$ cat src/rtl/mips_fetch_pkg.sv
// mips_fetch_pkg: shared constants and types for the fetch stage
package mips_fetch_pkg;
    localparam logic [31:0] RESET_PC_DEF  = 32'h0000_0000;
    localparam logic [31:0] NOP_INSTR_DEF = 32'h0000_0000;
    localparam logic [31:0] PC_INC        = 32'd4;
    typedef enum logic [1:0] {R_IDLE, R_BUSY, R_KILL} req_state_t;
    typedef struct packed {
        logic [31:0] instr;
        logic [31:0] pc;
    } fetch_entry_t;
endpackage

$ cat src/rtl/fetch_buf.sv
// fetch_buf: two-entry in-order queue (OUT + SKID) between instruction memory and decode
module fetch_buf
    import mips_fetch_pkg::*;
#(
    parameter logic [31:0] RESET_PC  = RESET_PC_DEF,
    parameter logic [31:0] NOP_INSTR = NOP_INSTR_DEF
) (
    input  logic        clk,
    input  logic        rst,
    input  logic        push,
    input  logic [31:0] push_instr,
    input  logic [31:0] push_pc,
    input  logic        pop,
    input  logic        flush,
    output logic        out_valid,
    output logic        skid_valid,
    output logic [31:0] out_instr,
    output logic [31:0] out_pc
);
    fetch_entry_t out_q, skid_q, in_e;
    logic out_free;
    assign in_e     = '{instr: push_instr, pc: push_pc};
    assign out_free = !out_valid || pop;
    always_ff @(posedge clk or posedge rst) begin
        if (rst) begin
            out_valid  <= 1'b0;
            skid_valid <= 1'b0;
            out_q      <= '{instr: NOP_INSTR, pc: RESET_PC};
            skid_q     <= '{instr: NOP_INSTR, pc: RESET_PC};
        end else if (flush) begin
            out_valid  <= 1'b0;
            skid_valid <= 1'b0;
        end else if (out_free) begin
            out_valid  <= skid_valid || push;
            skid_valid <= skid_valid && push;
            if (skid_valid) out_q <= skid_q;
            else if (push) out_q <= in_e;
            if (push) skid_q <= in_e;
        end else if (push) begin
            skid_valid <= 1'b1;
            skid_q     <= in_e;
        end
    end
    assign out_instr = out_valid ? out_q.instr : NOP_INSTR;
    assign out_pc    = out_q.pc;
endmodule

$ cat src/rtl/pc_fetch_unit.sv
// pc_fetch_unit: program counter and single-outstanding instruction fetch with redirect kill
module pc_fetch_unit
    import mips_fetch_pkg::*;
#(
    parameter logic [31:0] RESET_PC  = RESET_PC_DEF,
    parameter logic [31:0] NOP_INSTR = NOP_INSTR_DEF
) (
    input  logic        i_clk,
    input  logic        i_rst,
    input  logic [31:0] i_nextpc,
    input  logic        i_pcsrc,
    input  logic        i_stall,
    output logic        o_imem_req,
    output logic [31:0] o_imem_addr,
    input  logic        i_imem_ack,
    input  logic [31:0] i_imem_data,
    output logic        o_valid,
    output logic [31:0] o_instr,
    output logic [31:0] o_pc,
    output logic [31:0] o_pc_plus4
);
    req_state_t state, state_nx;
    logic [31:0] fetch_pc, kill_addr;
    logic kill, skid_valid, retire, redirect, ack_ok, push, skid_empty_nx;
    assign retire   = o_valid && !i_stall;
    assign redirect = retire && i_pcsrc;
    assign ack_ok   = i_imem_ack && state == R_BUSY;
    assign push     = ack_ok && !redirect;
    assign skid_empty_nx = redirect || (skid_valid ? retire && !push : !(push && o_valid && !retire));
    always_comb begin
        state_nx    = state;
        o_imem_req  = state != R_IDLE;
        o_imem_addr = kill ? kill_addr : fetch_pc;
        case (state)
            R_IDLE:  state_nx = skid_empty_nx ? R_BUSY : R_IDLE;
            R_BUSY:  state_nx = (redirect && !i_imem_ack) ? R_KILL
                              : (i_imem_ack && !skid_empty_nx) ? R_IDLE : R_BUSY;
            R_KILL:  state_nx = i_imem_ack ? R_BUSY : R_KILL;
            default: state_nx = R_IDLE;
        endcase
    end
    // kill_addr shadows fetch_pc so the stale request address survives a redirect
    always_ff @(posedge i_clk or posedge i_rst) begin
        if (i_rst) begin
            state     <= R_IDLE;
            fetch_pc  <= RESET_PC;
            kill_addr <= RESET_PC;
            kill      <= 1'b0;
        end else begin
            state    <= state_nx;
            kill     <= state_nx == R_KILL;
            if (!kill) kill_addr <= fetch_pc;
            fetch_pc <= redirect ? (i_nextpc & ~32'h3) : push ? fetch_pc + PC_INC : fetch_pc;
        end
    end
    fetch_buf #(.RESET_PC(RESET_PC), .NOP_INSTR(NOP_INSTR)) u_buf (
        .clk        (i_clk),
        .rst        (i_rst),
        .push       (push),
        .push_instr (i_imem_data),
        .push_pc    (fetch_pc),
        .pop        (retire),
        .flush      (redirect),
        .out_valid  (o_valid),
        .skid_valid (skid_valid),
        .out_instr  (o_instr),
        .out_pc     (o_pc)
    );
    assign o_pc_plus4 = o_pc + PC_INC;
endmodule

$ cat config.mk
export PLATFORM = sky130hd
export DESIGN_NAME = pc_fetch_unit
export DESIGN_NICKNAME = d
export VERILOG_FILES = /design/src/rtl/mips_fetch_pkg.sv /design/src/rtl/fetch_buf.sv /design/src/rtl/pc_fetch_unit.sv
export SDC_FILE = /design/constraint.sdc
export NUM_CORES = 1
export LEC_CHECK = 0
export BUFFER_PORTS_ARGS = -buffer_cell sky130_fd_sc_hd__buf_2
export CAP_MARGIN = 20
export CORE_MARGIN = 2
export CORE_UTILIZATION = 45
export DETAILED_ROUTE_END_ITERATION = 8
export GPL_TIMING_DRIVEN = 0
export PLACE_DENSITY = 0.7
export SLEW_MARGIN = 5
export SYNTH_ARGS = -nofsm -noshare
export SYNTH_HDL_FRONTEND = slang
export SYNTH_SLANG_ARGS = --single-unit
$ cat constraint.sdc
create_clock -name i_clk -period 15.6 [get_ports i_clk]
set_clock_uncertainty 0.1 [all_clocks]
set_input_delay 1.56 -clock i_clk [delete_from_list [all_inputs] [get_ports i_clk]]
set_output_delay 1.56 -clock i_clk [all_outputs]
set_load 0.01 [all_outputs]
==> results.sh, run 1 <==
export IMPL_critPathArrivalTime_ns=2.72
export IMPL_layout_commonest_cell="buf_2"
export IMPL_power_density_nw_per_um2=199
export IMPL_fmax_ghz=0.228
export IMPL_area_growth_pct=20.5
export IMPL_grt_antenna_before_repair=3
export IMPL_hold_path_class="register to register"
export IMPL_htreeDepth=4
export IMPL_ys_warn_count=0
export IMPL_hold_start="u_buf.out_q[55]$_DFFE_PP0P_"
export IMPL_start_util_pct=45.9
export IMPL_r2r_end="u_buf.skid_q[20]$_DFFE_PP0P_"
export IMPL_grt_start_max_net_pins=99
export IMPL_finalCriticalPeriod_ns=4.38
export IMPL_fin_setup_tns_ns=0
export IMPL_fp_dieH_um=148
export IMPL_post_dp_cell_area_um2=10600
export IMPL_io_buffers=191
export IMPL_cts_tree="yes"
export IMPL_drive_gt1_share_pct=33.8
export IMPL_end_kind="output pin"
export IMPL_wl_met3_mm=1.62
export IMPL_gr_total_overflow=0
export IMPL_drc_errors=0
export IMPL_ir_drop_v=0.000116
export IMPL_worstPathMaxFanout=6
export IMPL_rr_startpoint="state[1]$_DFF_PP0_"
export IMPL_synth_edf_count=0
export IMPL_detailroute_via_count=6783
export IMPL_core_area_um2=20200
export IMPL_cts_root_buf="clkbuf_16"
export IMPL_place_gp_congestion=0.790
export IMPL_status="finished clean"
export IMPL_synthFlopType="dfrtp_1"
export IMPL_reg2regPathDepth=4
export IMPL_hold_viol_final=0
export IMPL_worstPathCellList="and4_1 -> nand4_1 -> nor4_4 -> nand4_1 -> xnor2_1 -> buf_2"
export IMPL_ios=199
export IMPL_syn_inst=844
export IMPL_yosys_register_bits=191
export IMPL_dr_first_iter_drc_count=347
export IMPL_slowest_stage="nor4_4"
export IMPL_yosysSeqAreaShare_pct=51.4
export IMPL_post_cts_buffers=0
export IMPL_routedLengthMet1_mm=10.2
export IMPL_ant_nets=0
export IMPL_worst_ep_required_time_ns=13.94
export IMPL_slew_headroom_pct=44.9
export IMPL_timing_worst_setup_path_type="register to output pin"
export IMPL_timing_final_ws_setup_ns=11.22
export IMPL_cellLeakagePower_uw=0.00510
export IMPL_clockBufferDepth=2
export IMPL_rows=52
export IMPL_worst_path_buf_inv=1
export IMPL_die_area_um2=21800
export IMPL_tightest_slew_ns=0.827
export IMPL_grt_pass1_wl_mm=35.8
export IMPL_ys_types=46
export IMPL_maxCapViolCount=0
export IMPL_grt_usage_pct=21.0
export IMPL_cts_resized=0
export IMPL_clock_latency_ns=0.43
export IMPL_rsz0062_at_grt="false"
export IMPL_wl_met2_mm=10.4
export IMPL_clk_pin_slew_ns=0.07
export IMPL_final_nets=1129
export IMPL_slew_violations=0
export IMPL_avgSynthCellArea_um2=11.0
export IMPL_setup_violations_final=0
export IMPL_clock_sinks=191
export IMPL_cp_common_cell="nand4_1"
export IMPL_dr_pass1_iters=4
export IMPL_syn_area_um2=9290
export IMPL_dp_hpwl_mm=15.9
export IMPL_whs_path_depth=2
export IMPL_ctsHoldBuffers=0
export IMPL_reg2reg_slack_ns=13.13
export IMPL_finalWirelength_mm=22.5
export IMPL_whs_endpoint="u_buf.out_q[55]$_DFFE_PP0P_"
export IMPL_cts_inserted_buffers=17
export IMPL_synthArstFlopShare_pct=100
export IMPL_final_area_um2=11200
export IMPL_layout_common_cells="buf_2, dfrtp_1, nand2_1, mux2_2, o21ai_1"
export IMPL_wl_per_cell_um=16.7
export IMPL_die_w_um=148
export IMPL_place_ws_ns=11.69
export IMPL_fin_crit_sh_pct=28.1
export IMPL_routed_via_density=5.05
export IMPL_critical_path_top_delay_family="simple AND/OR/NAND/NOR gates"
export IMPL_max_stage_delay_ns=0.71
export IMPL_grt_pass1_vias=6482
export IMPL_highest_signal_layer="met5"
export IMPL_startpoint_type="register"
[metal layers]
layer,track usage [%],vias to the layer above
li1,-,3294
met1,28.8,3312
met2,32.9,158
met3,7.04,17
met4,4.38,2
met5,0,-
[how the worst max path moves through the flow]
stage | from | to | depth (start not counted)
floorplan | i_rst | fetch_pc[10]$_DFFE_PP0P_ | 1
global placement | i_rst | fetch_pc[17]$_DFFE_PP0P_ | 2
detailed placement | u_buf.out_pc[4]$_DFFE_PP0P_ | o_pc_plus4[31] | 6
CTS | u_buf.out_pc[4]$_DFFE_PP0P_ | o_pc_plus4[31] | 6
global route | u_buf.out_pc[4]$_DFFE_PP0P_ | o_pc_plus4[31] | 6
finish | u_buf.out_pc[4]$_DFFE_PP0P_ | o_pc_plus4[31] | 6
[worst register-to-register path: cells and delay by family, from the launching register on]
kind | cells | cell delay, ns
flip-flops | 1 | 0.44
AND/OR/NAND/NOR | 2 | 0.98
multiplexers | 1 | 0.39
buffers and inverters | 1 | 0.44
[registers in the layout (all words and copies together), names as in the netlist]
| name | cells |
|---|---|
| u_buf.skid_q | 62 |
| kill_addr | 32 |
| u_buf.out_q | 32 |
| fetch_pc | 30 |
| u_buf.out_pc | 30 |
| state | 2 |
| kill | 1 |
| u_buf.out_valid | 1 |
| u_buf.skid_valid | 1 |
[layout make-up]
type	instances	area [um^2]
fillers	1828	9040
flip-flops and latches	191	4780
multi-input cells	568	4040
repair buffers	192	983
plain buffers	83	467
clock buffers	20	447
well taps	270	338
clock inverters	11	109
inverters	5	26.3
diodes	2	5.00
[Yosys cell counts (14+ instances only)]
cell | n | area, um^2
o21ai_1 | 65 | 325
buf_4 | 34 | 255
nand4_1 | 14 | 87.6
xnor2_1 | 33 | 289
nand3_1 | 25 | 125
nand2_1 | 111 | 417
clkbuf_1 | 25 | 93.8
mux2_1 | 20 | 225
xor2_1 | 22 | 193
dfrtp_1 | 191 | 4780
nor2_1 | 21 | 78.8
o21ai_0 | 23 | 115
mux2i_1 | 62 | 621
and2_1 | 37 | 231
buf_2 | 22 | 110
mux2_2 | 70 | 788
[cell families after synthesis]
logic type	after synthesis	synth area share (%)
buf+inv	88	5.22
xor+xnor	55	5.18
flops	191	51.4
simple gates	253	14.5
compound gates	102	5.72
mux	152	17.6
fa+ha+maj	2	0.269
other cells	1	0.0404
[where the power goes]
| part | internal [uW] | leakage [uW] | switching, uW |
|---|---|---|---|
| combinational | 432 | 0.00252 | 470 |
| clock | 225 | 0.000253 | 196 |
| sequential | 725 | 0.00232 | 178 |
| total | 1380 | 0.00510 | 845 |
[metrics by stage]
stage | total power, uW | util [%] | std cells | hold WS [ns]
final | 2230 | 55.3 | 1342 | 0.377
after CTS | 2250 | 55.3 | 1340 | 0.383
after global routing | 2390 | 55.3 | 1341 | 0.401
after floorplan | 1490 | - | 847 | 0.342
after global placement | 1790 | 52.4 | 1308 | 0.355
after detailed placement | 1820 | 52.5 | 1309 | 0.367
(Power assumes the default switching activity.)
==> run 2, diff against run 1 <==
- clock period: 15.6 -> 4.5 ns (I/O delays scaled with it)
==> results.sh, run 2 (synthesis results as in run 1) <==
export IMPL_layout_common_cells="buf_2, dfrtp_1, nand2_1, mux2_2, o21ai_1"
export IMPL_place_gp_congestion=0.782
export IMPL_finalCriticalPeriod_ns=3.20
export IMPL_dp_cells=1313
export IMPL_grt_start_max_net_pins=39
export IMPL_rr_startpoint="u_buf.out_valid$_DFFE_PP0P_"
export IMPL_status="finished clean"
export IMPL_finalWirelength_mm=22.5
export IMPL_ant_nets=0
export IMPL_detailroute_via_count=6801
export IMPL_cp_common_cell="nand4_1"
export IMPL_worst_path_buf_inv=1
export IMPL_clockBufferDepth=2
export IMPL_cts_tree="yes"
export IMPL_switching_share_pct=37.6
export IMPL_rows=52
export IMPL_clkPwrFrac_pct=19.2
export IMPL_fmax_ghz=0.312
export IMPL_reg2reg_slack_ns=1.94
export IMPL_startpoint="u_buf.out_pc[4]$_DFFE_PP0P_"
export IMPL_fp_dieH_um=148
export IMPL_drc_errors=0
export IMPL_power_density_nw_per_um2=687
export IMPL_critical_path_top_delay_family="simple AND/OR/NAND/NOR gates"
export IMPL_dr_first_iter_drc_count=403
export IMPL_dr_pass1_iters=4
export IMPL_gr_total_overflow=0
export IMPL_seq_area_um2=4780
export IMPL_r2r_end="u_buf.out_pc[20]$_DFFE_PP0P_"
export IMPL_maxCapViolCount=0
export IMPL_tightest_slew_ns=0.850
export IMPL_cts_resized=0
export IMPL_hold_path_class="primary input to register"
export IMPL_slowest_stage="nor4_4"
export IMPL_io_buffers=191
export IMPL_slew_violations=0
export IMPL_grt_usage_pct=21.1
export IMPL_wl_per_cell_um=16.7
export IMPL_intPower_uw=4840
export IMPL_clock_sinks=191
export IMPL_multi_input_area_um2=4040
export IMPL_ir_drop_v=0.000448
export IMPL_fin_crit_sh_pct=71.2
export IMPL_fin_cells=1349
export IMPL_rsz0062_at_grt="false"
export IMPL_clk_pin_slew_ns=0.07
export IMPL_setup_violations_final=0
export IMPL_routed_via_density=5.04
export IMPL_final_nets=1134
export IMPL_switchingPower_uw=2920
export IMPL_worstPathMaxFanout=6
export IMPL_n_fill_cell=1774
export IMPL_die_w_um=148
export IMPL_startpoint_type="register"
export IMPL_area_growth_pct=21.5
export IMPL_worst_ep_required_time_ns=3.95
export IMPL_start_util_pct=45.9
export IMPL_place_ws_ns=1.68
export IMPL_power_frac_seq_pct=40.4
export IMPL_fin_setup_tns_ns=0
export IMPL_largest_register="u_buf.skid_q"
export IMPL_grt_pass1_wl_mm=36.2
export IMPL_htreeDepth=4
export IMPL_ctsHoldBuffers=1
export IMPL_critPathArrivalTime_ns=2.65
export IMPL_ios=199
export IMPL_reg2regPathDepth=9
export IMPL_top_regs="u_buf.skid_q (62), kill_addr (32), u_buf.out_q (32)"
export IMPL_worstPathCellList="and4_1 -> nand4_1 -> nor4_4 -> nand4_1 -> xnor2_1 -> buf_2"
export IMPL_clock_latency_ns=0.42
export IMPL_cp_num_cells=6
export IMPL_post_cts_buffers=0
export IMPL_cellLeakagePower_uw=0.00516
export IMPL_post_route_util_pct=55.8
export IMPL_core_area_um2=20200
export IMPL_timing_final_ws_setup_ns=1.30
export IMPL_pwr_share_comb_pct=40.3
export IMPL_cts_inserted_buffers=17
export IMPL_grt_antenna_before_repair=4
export IMPL_grt_pass1_vias=6782
export IMPL_layout_commonest_cell="buf_2"
export IMPL_cts_root_buf="clkbuf_16"
export IMPL_drive_gt1_share_pct=34.1
export IMPL_max_stage_delay_ns=0.67
export IMPL_dp_hpwl_mm=16.4
export IMPL_end_kind="output pin"
export IMPL_crit_path_end="o_pc_plus4[31]"
export IMPL_timing_worst_setup_path_type="register to output pin"
export IMPL_largest_register_ffs=62
export IMPL_slew_headroom_pct=43.4
export IMPL_die_area_um2=21800
export IMPL_hold_viol_final=0
==> run 2: cell count changes in the layout (fill, tap and decap cells not counted) <==
cell / before / now
clkinv_4: 0 / 2
bufinv_16: 1 / 2
clkbuf_8: 1 / 0
inv_6: 2 / 0
clkinvlp_4: 6 / 3
dlygate4sd3_1: 0 / 1
buf_12: 0 / 5
clkinv_2: 1 / 5
diode_2: 2 / 3
buf_16: 1 / 0
==> run 2: stage by stage <==
stage / hold WS (ns) / area (um^2) / total power (uW)
global placement: 0.357 / 10600 / 6220
detailed placement: 0.364 / 10700 / 6330
floorplan: 0.342 / 9310 / 5180
global route: 0.128 / 11300 / 8320
CTS: 0.117 / 11300 / 7850
finish: 0.133 / 11300 / 7760
==> run 2: routing by layer <==
| metal | track usage, % | part of all wire [%] | up-vias |
|---|---|---|---|
| met1 | 28.5 | 46 | 3347 |
| met4 | 4.38 | 0.64 | 2 |
| met2 | 34.0 | 48 | 139 |
| li1 | - | - | 3303 |
| met3 | 6.36 | 5.8 | 10 |
| met5 | 0 | 0.058 | - |
==> run 2: how the worst min path moves through the flow <==
stage | startpoint | end | slack, ns | cells after the start
global route | i_nextpc[30] | fetch_pc[30]$_DFFE_PP0P_ | 0.13 | 3
CTS | i_nextpc[5] | fetch_pc[5]$_DFFE_PP0P_ | 0.12 | 3
floorplan | u_buf.out_q[51]$_DFFE_PP0P_ | u_buf.out_q[51]$_DFFE_PP0P_ | 0.34 | 2
global placement | u_buf.out_q[51]$_DFFE_PP0P_ | u_buf.out_q[51]$_DFFE_PP0P_ | 0.36 | 2
detailed placement | u_buf.out_q[37]$_DFFE_PP0P_ | u_buf.out_q[37]$_DFFE_PP0P_ | 0.36 | 2
finish | i_nextpc[5] | fetch_pc[5]$_DFFE_PP0P_ | 0.13 | 3
==> run 2: layout make-up <==
cell class              count  area share (%)
well taps                 270            2.99
inverters                   5           0.199
flip-flops and latches    191            42.3
clock inverters            13            1.24
diodes                      3          0.0665
repair buffers            197            9.44
clock buffers              19            3.83
multi-input cells         568            35.8
plain buffers              83            4.13
==> run 2: power groups by stage <==
| stage | registers, uW | clock network (uW) | logic, uW |
|---|---|---|---|
| CTS | 3140 | 1520 | 3180 |
| global placement | 3130 | 0 | 3090 |
| floorplan | 2970 | 0 | 2220 |
| detailed placement | 3170 | 0 | 3160 |
| global route | 3250 | 1600 | 3470 |
| finish | 3140 | 1490 | 3130 |
==> run 2: worst min-delay path: stages <==
cell	delay, ns
buf_2	0.07
nand2_1	0.04
o21ai_0	0.05
